<file path="src/rtl/load_store_unit_pkg.sv">
// Shared types for the load/store unit: access-size codes, FSM states, latched request.
// Latency: n/a (types and a pure helper function only).
// Backpressure: n/a.
package load_store_unit_pkg;

    localparam int LSU_DATA_W = 32;

    // Access size codes carried on req_size.
    typedef enum logic [1:0] {
        SZ_BYTE = 2'b00,
        SZ_HALF = 2'b01,
        SZ_WORD = 2'b10
    } lsu_size_e;

    typedef enum logic [2:0] {
        ST_IDLE   = 3'd0,
        ST_LOAD   = 3'd1,
        ST_RMW_RD = 3'd2,
        ST_WRITE  = 3'd3,
        ST_RESP   = 3'd4
    } lsu_state_e;

    // Request fields captured at acceptance; the datapath may change its inputs afterwards.
    typedef struct packed {
        logic [1:0]            size;
        logic                  sgn;
        logic [1:0]            lane;
        logic [LSU_DATA_W-1:0] wdata;
    } req_t;

    // Force the byte-lane index onto the natural boundary of the access size.
    // Any size code other than byte/half is handled as a word.
    function automatic logic [1:0] align_lane(input logic [1:0] size, input logic [1:0] lane);
        case (size)
            SZ_BYTE: return lane;
            SZ_HALF: return {lane[1], 1'b0};
            default: return 2'b00;
        endcase
    endfunction

endpackage

</file>
<file path="src/rtl/load_store_unit_if.sv">
// Request/response and data-memory signals of the load/store unit.
// Latency: n/a (wiring only).
// Backpressure: req_valid/req_ready on the request side; no backpressure on responses.
// master: the load/store unit (drives memory port and responses).
// slave : the environment (datapath request side plus data memory read data).
interface load_store_unit_if #(
    parameter int ADDR_W = 16
);
    logic              req_valid;
    logic              req_ready;
    logic              req_write;
    logic [1:0]        req_size;
    logic              req_signed;
    logic [ADDR_W-1:0] req_addr;
    logic [31:0]       req_wdata;
    logic              resp_valid;
    logic [31:0]       resp_rdata;
    logic              resp_err;
    logic [ADDR_W-1:0] mem_address;
    logic              mem_we;
    logic [31:0]       mem_wd;
    logic [31:0]       mem_rd;

    modport master (
        input  req_valid, req_write, req_size, req_signed, req_addr, req_wdata, mem_rd,
        output req_ready, resp_valid, resp_rdata, resp_err, mem_address, mem_we, mem_wd
    );

    modport slave (
        output req_valid, req_write, req_size, req_signed, req_addr, req_wdata, mem_rd,
        input  req_ready, resp_valid, resp_rdata, resp_err, mem_address, mem_we, mem_wd
    );
endinterface

</file>
<file path="src/rtl/load_store_unit_align.sv">
// Lane steering: extracts and sign/zero-extends load lanes; merges store lanes into a read word.
// Latency: combinational.
// Backpressure: none.
// Ports: rd_word (word read from memory), wdata (right-justified store data), size, sgn, lane
//        (already size-aligned byte index) -> ld_data (extended load), st_word (merged store word).
module load_store_unit_align
    import load_store_unit_pkg::*;
(
    input  logic [31:0] rd_word,
    input  logic [31:0] wdata,
    input  logic [1:0]  size,
    input  logic        sgn,
    input  logic [1:0]  lane,
    output logic [31:0] ld_data,
    output logic [31:0] st_word
);
    logic [7:0]  byte_v;
    logic [15:0] half_v;

    always_comb begin
        byte_v  = rd_word[{lane, 3'b000} +: 8];
        half_v  = lane[1] ? rd_word[31:16] : rd_word[15:0];
        ld_data = rd_word;
        st_word = wdata;
        case (size)
            SZ_BYTE: begin
                ld_data = {{24{sgn & byte_v[7]}}, byte_v};
                st_word = rd_word;
                st_word[{lane, 3'b000} +: 8] = wdata[7:0];
            end
            SZ_HALF: begin
                ld_data = {{16{sgn & half_v[15]}}, half_v};
                st_word = rd_word;
                if (lane[1]) st_word[31:16] = wdata[15:0];
                else         st_word[15:0]  = wdata[15:0];
            end
            default: begin
                ld_data = rd_word;
                st_word = wdata;
            end
        endcase
    end
endmodule

</file>
<file path="src/rtl/load_store_unit.sv">
// Data-memory requester: byte/half/word loads with extension, sub-word stores via read-modify-write.
// Latency from accept edge: load 2, word store 2, sub-word store 3 cycles to resp_valid.
// Backpressure: req_ready only in IDLE; resp_valid is a one-cycle pulse with no backpressure.
// Ports: clk, rst_n (async active-low), bus (load_store_unit_if.master: req_*, resp_*, mem_*).
// Option: LSU_MISALIGN_TRAP_EN -- misaligned half/word requests respond with resp_err=1 and
//         no memory access; otherwise the low address bits are forced to alignment.
module load_store_unit
    import load_store_unit_pkg::*;
#(
    parameter int ADDR_W = 16,
    parameter int DATA_W = LSU_DATA_W
) (
    input  logic              clk,
    input  logic              rst_n,
    load_store_unit_if.master bus
);
    lsu_state_e        state_q, state_d;
    req_t              req_q, req_d;
    logic [ADDR_W-1:0] mem_address_q, mem_address_d;
    logic [DATA_W-1:0] mem_wd_q, mem_wd_d;
    logic [DATA_W-1:0] rdata_q, rdata_d;
    logic              err_q, err_d;
    logic              misalign;
    logic              is_word;
    logic [DATA_W-1:0] ld_data, st_word;

    load_store_unit_align u_align (
        .rd_word (bus.mem_rd),
        .wdata   (req_q.wdata),
        .size    (req_q.size),
        .sgn     (req_q.sgn),
        .lane    (req_q.lane),
        .ld_data (ld_data),
        .st_word (st_word)
    );

    always_comb begin
        is_word = (bus.req_size != SZ_BYTE) && (bus.req_size != SZ_HALF);
`ifdef LSU_MISALIGN_TRAP_EN
        misalign = ((bus.req_size == SZ_HALF) && bus.req_addr[0]) ||
                   (is_word && (bus.req_addr[1:0] != 2'b00));
`else
        misalign = 1'b0;
`endif
    end

    always_comb begin
        state_d       = state_q;
        req_d         = req_q;
        mem_address_d = mem_address_q;
        mem_wd_d      = mem_wd_q;
        rdata_d       = rdata_q;
        err_d         = err_q;
        case (state_q)
            ST_IDLE: begin
                if (bus.req_valid) begin
                    req_d.size    = bus.req_size;
                    req_d.sgn     = bus.req_signed;
                    req_d.lane    = align_lane(bus.req_size, bus.req_addr[1:0]);
                    req_d.wdata   = bus.req_wdata;
                    err_d         = misalign;
                    if (misalign) begin
                        // Trap: respond without touching memory or the load result.
                        state_d = ST_RESP;
                    end else begin
                        mem_address_d = {bus.req_addr[ADDR_W-1:2], 2'b00};
                        if (!bus.req_write) begin
                            state_d = ST_LOAD;
                        end else if (is_word) begin
                            mem_wd_d = bus.req_wdata;
                            state_d  = ST_WRITE;
                        end else begin
                            state_d = ST_RMW_RD;
                        end
                    end
                end
            end
            ST_LOAD: begin
                rdata_d = ld_data;
                state_d = ST_RESP;
            end
            ST_RMW_RD: begin
                // The merged word is the RMW buffer; it is written out unchanged next cycle.
                mem_wd_d = st_word;
                state_d  = ST_WRITE;
            end
            ST_WRITE: state_d = ST_RESP;
            ST_RESP:  state_d = ST_IDLE;
            default:  state_d = ST_IDLE;
        endcase
    end

    always_ff @(posedge clk or negedge rst_n) begin
        if (!rst_n) begin
            state_q       <= ST_IDLE;
            req_q         <= '0;
            mem_address_q <= '0;
            mem_wd_q      <= '0;
            rdata_q       <= '0;
            err_q         <= 1'b0;
        end else begin
            state_q       <= state_d;
            req_q         <= req_d;
            mem_address_q <= mem_address_d;
            mem_wd_q      <= mem_wd_d;
            rdata_q       <= rdata_d;
            err_q         <= err_d;
        end
    end

    // mem_we comes straight from state so an async reset drops it immediately.
    assign bus.req_ready   = (state_q == ST_IDLE);
    assign bus.resp_valid  = (state_q == ST_RESP);
    assign bus.mem_we      = (state_q == ST_WRITE);
    assign bus.mem_address = mem_address_q;
    assign bus.mem_wd      = mem_wd_q;
    assign bus.resp_rdata  = rdata_q;
    assign bus.resp_err    = err_q;
endmodule

</file>
<file path="src/flat_wrapper.sv">
// flat-port wrapper written by rule: the top's interface ports become plain ports
module load_store_unit_flat import load_store_unit_pkg::*;
#(
    parameter int ADDR_W = 16,
    parameter int DATA_W = LSU_DATA_W
)
  (clk, rst_n, bus_req_valid, bus_req_write, bus_req_size, bus_req_signed, bus_req_addr, bus_req_wdata, bus_mem_rd, bus_req_ready, bus_resp_valid, bus_resp_rdata, bus_resp_err, bus_mem_address, bus_mem_we, bus_mem_wd);
  load_store_unit_if #(.ADDR_W(ADDR_W)) bus_i ();
  input  logic clk;
  input  logic rst_n;
  input wire logic [$bits(bus_i.req_valid)-1:0] bus_req_valid;
  input wire logic [$bits(bus_i.req_write)-1:0] bus_req_write;
  input wire logic [$bits(bus_i.req_size)-1:0] bus_req_size;
  input wire logic [$bits(bus_i.req_signed)-1:0] bus_req_signed;
  input wire logic [$bits(bus_i.req_addr)-1:0] bus_req_addr;
  input wire logic [$bits(bus_i.req_wdata)-1:0] bus_req_wdata;
  input wire logic [$bits(bus_i.mem_rd)-1:0] bus_mem_rd;
  output wire logic [$bits(bus_i.req_ready)-1:0] bus_req_ready;
  output wire logic [$bits(bus_i.resp_valid)-1:0] bus_resp_valid;
  output wire logic [$bits(bus_i.resp_rdata)-1:0] bus_resp_rdata;
  output wire logic [$bits(bus_i.resp_err)-1:0] bus_resp_err;
  output wire logic [$bits(bus_i.mem_address)-1:0] bus_mem_address;
  output wire logic [$bits(bus_i.mem_we)-1:0] bus_mem_we;
  output wire logic [$bits(bus_i.mem_wd)-1:0] bus_mem_wd;
  assign bus_i.req_valid = bus_req_valid;
  assign bus_i.req_write = bus_req_write;
  assign bus_i.req_size = bus_req_size;
  assign bus_i.req_signed = bus_req_signed;
  assign bus_i.req_addr = bus_req_addr;
  assign bus_i.req_wdata = bus_req_wdata;
  assign bus_i.mem_rd = bus_mem_rd;
  assign bus_req_ready = bus_i.req_ready;
  assign bus_resp_valid = bus_i.resp_valid;
  assign bus_resp_rdata = bus_i.resp_rdata;
  assign bus_resp_err = bus_i.resp_err;
  assign bus_mem_address = bus_i.mem_address;
  assign bus_mem_we = bus_i.mem_we;
  assign bus_mem_wd = bus_i.mem_wd;
  load_store_unit #(.ADDR_W(ADDR_W), .DATA_W(DATA_W)) u_core (.clk(clk), .rst_n(rst_n), .bus(bus_i));
endmodule
</file>
<file path="config.mk">
export PLATFORM = sky130hd
export DESIGN_NAME = load_store_unit_flat
export DESIGN_NICKNAME = d
export VERILOG_FILES = /design/src/rtl/load_store_unit_pkg.sv /design/src/rtl/load_store_unit_if.sv /design/src/rtl/load_store_unit_align.sv /design/src/rtl/load_store_unit.sv /design/src/flat_wrapper.sv
export SDC_FILE = /design/constraint.sdc
export NUM_CORES = 1
export LEC_CHECK = 0
export CORE_ASPECT_RATIO = 0.8
export CORE_UTILIZATION = 52
export DETAILED_ROUTE_END_ITERATION = 10
export GPL_TIMING_DRIVEN = 0
export PLACE_DENSITY = 0.86
export SYNTH_ARGS = -nofsm -noshare
export SYNTH_HDL_FRONTEND = slang
export SYNTH_SLANG_ARGS = --single-unit
</file>
<file path="constraint.sdc">
create_clock -name clk -period 4.65 [get_ports clk]
set_input_delay 0.6975 -clock clk [delete_from_list [all_inputs] [get_ports clk]]
set_output_delay 0.6975 -clock clk [all_outputs]
set_load 0.01 [all_outputs]
</file>
==> run metrics <==
Hold Violations, Final 0; total grt overflow 0; Reg area between 2000 and 3000 µm²; Routed WL per cell between 20 and 25 µm; GR Util All Layers a little over a third; Tcrit/Tclk final roughly three fifths; Critical Path Fanout Max 10; Max Slew Vio Count 0; post-placement cell area roughly 8000 µm²; critical path required time around 5.0 ns; FF+latch count, synth 118; Finished Layout Cells between 900 and 1000; Die Y 99.0 µm; most frequent cells in the layout clkdlybuf4s50_1 (166), dfrtp_1 (118), nand2_1 (56); via count about 6000; fraction of synthesis flops using an asynchronous set or reset pin 100%; vias in the first global route between 5000 and 6000; crit path launch u_core.req_q[33]; sequential share of the synthesized area 48.3%; Syn Inst Count roughly 590; TritonCTS clock tree done; relative slew slack between 40% and 50%; # clock sinks 118; CTS Buffer Depth 2; Initial Util approximately 53%; die width around 120 µm; # hold bufs at CTS 0; Power Dens Cells about 760 nW/µm²; Avg Inst Size Synth 10.4 µm²; reg2reg start u_core.req_q[33]; Synthesis Warnings 0; num rows 35; area of the multi-input gates 2870 µm²; final non-filler cell area approximately 8700 µm²; Main synth FF type dfrtp_1; # port buffers 167; post-detail-place hpwl between 15000 and 20000 µm; RD Place Congestion 0.917; largest net degree at the start of global routing between 60 and 70; Worst-Skew Late Latency 0.41 ns; status finished clean; Worst Tran Pin Value roughly 0.90 ns; Yosys cell types 51; clock root buffer clkbuf_16; diode count 0; I/O Pins ~170; Synth Cell Area ~6100 µm²; Via density 6.35; detailed-route DRC error count 0; TritonCTS buffer count 17; maxcap violations 0; Worst Setup Path Type flop to flop; Hold Path Class input pin to asynchronous set/reset pin; DP Cell Count 907; Post-synth EDFFs 0; Final setup viols 0; most common cell after layout, fill and taps aside clkdlybuf4s50_1; Core Area 11500 µm²; post-route ant nets 0; CTS HTree Levels 4; cts repair resizes 0; drt first pass iters 5; Peak VDD IR 0.408 mV; first-pass GRT wire length ~32000 µm; Critical Path Source Type flop; layout cell share with drive strength beyond 1 approximately 17%; die area between 10000 and 15000 µm²; P&R area growth vs syn 41.7%; unrepaired setup endpoints after global routing no; FILL cells 790; reg-to-reg slack, setup 1.83 ns; Reg clk slew, reported paths 0.06 ns; Setup crit end kind flop; LEAKAGE about 3.5 nW; routed wire length around 21000 µm; DRT iter0 DRCs 730; initial antenna violation count 0; Final Skew ~0.0042 ns; postcts setup bufs 0; final critical-path required period ~2.8 ns; worst endpoint data arrival time 3.12 ns; Max Freq approximately 350 MHz; nets@finish 870
synthesized netlist by cell type, types with 10 or more instances:
cell	n	share of area, %
nor3_1	35	2.9
nor2_1	24	1.5
a21oi_1	15	1.2
nand3b_1	10	1.2
mux2i_1	16	2.6
nand3_1	34	2.8
nand2_1	56	3.4
mux2_2	55	10
o21ai_0	35	2.9
clkbuf_1	22	1.4
a211oi_1	15	1.8
buf_2	13	1.1
a221oi_1	29	4.2
dfrtp_1	118	48
final cells by class:
cell class / count / area share [%]
multi-input combinational: 414 / 33.2
sequential: 118 / 34.1
buffer: 50 / 3.02
inverter: 9 / 0.390
clock inverter: 12 / 2.30
timing repair buffer: 168 / 19.6
tap: 148 / 2.14
clock buffer: 20 / 5.27
worst paths after layout:
check | to | cells past startpoint
setup / recovery | u_core.bus.mem_wd[12] | 7
hold reg to reg | u_core.bus.mem_wd[16] | 2
max in group asynchronous | u_core.req_q[10] | 2
hold / removal | u_core.bus.resp_rdata[18] | 1
min in group clk | u_core.bus.mem_wd[16] | 2
setup reg to reg | u_core.bus.mem_wd[12] | 7
worst max-delay path, stage by stage, from the launching register on:
cell,delay [ns]
dfrtp_1,0.45
buf_2,0.27
inv_1,0.14
ha_1,0.27
or4_4,0.60
nor2_1,0.47
nand2_1,0.18
a211oi_1,0.33
state kept, by name, summed over array words and instances, names as in the netlist:
name and flops:
u_core.bus.mem_address 14, u_core.req_q 37, u_core.state_q 3, u_core.bus.resp_rdata 32
u_core.bus.mem_wd 32
routing by layer:
| metal | GRT usage (%) | up-vias | share of wire (%) |
|---|---|---|---|
| li1 | - | 2555 | - |
| met1 | 50.2 | 2933 | 41 |
| met2 | 53.3 | 424 | 45 |
| met3 | 8.28 | 49 | 11 |
| met4 | 13.8 | 0 | 2.3 |
| met5 | 0 | - | 0 |
power by group:
group | leakage [nW] | total (mW) | switching (mW) | internal, mW
combinational | 1.78 | 3.20 | 1.67 | 1.53
clock | 0.320 | 1.46 | 0.485 | 0.979
sequential | 1.42 | 1.95 | 0.404 | 1.55
total | 3.52 | 6.62 | 2.56 | 4.06
kinds of logic (layout without fill, tap and decap cells):
kind of cell	after synthesis	after routing	synth area share, %
buffers and inverters	59	259	4.83
DFF	118	118	48.3
adders and majority gates	5	5	1.02
AOI/OAI and AO/OA	135	135	15.9
and+or+nand+nor	200	200	17.1
muxes	71	71	12.8
other	1	3	0.0614
through the flow:
stage | worst slack, ns | hold slack, ns | setup TNS (ns) | utilization (%) | total power, mW
after floorplan | 2.49 | 0.402 | 0 | - | 3.68
final | 1.83 | 0.237 | 0 | 75.5 | 6.62
after detailed placement | 1.78 | 0.478 | 0 | 69.8 | 5.07
after global placement | -1.50 | 0.463 | -176.27 | 69.5 | 4.96
after CTS | 1.87 | 0.256 | 0 | 75.5 | 6.57
after global routing | 1.70 | 0.288 | 0 | 75.5 | 6.95
Power figures use the tool's default switching activity.
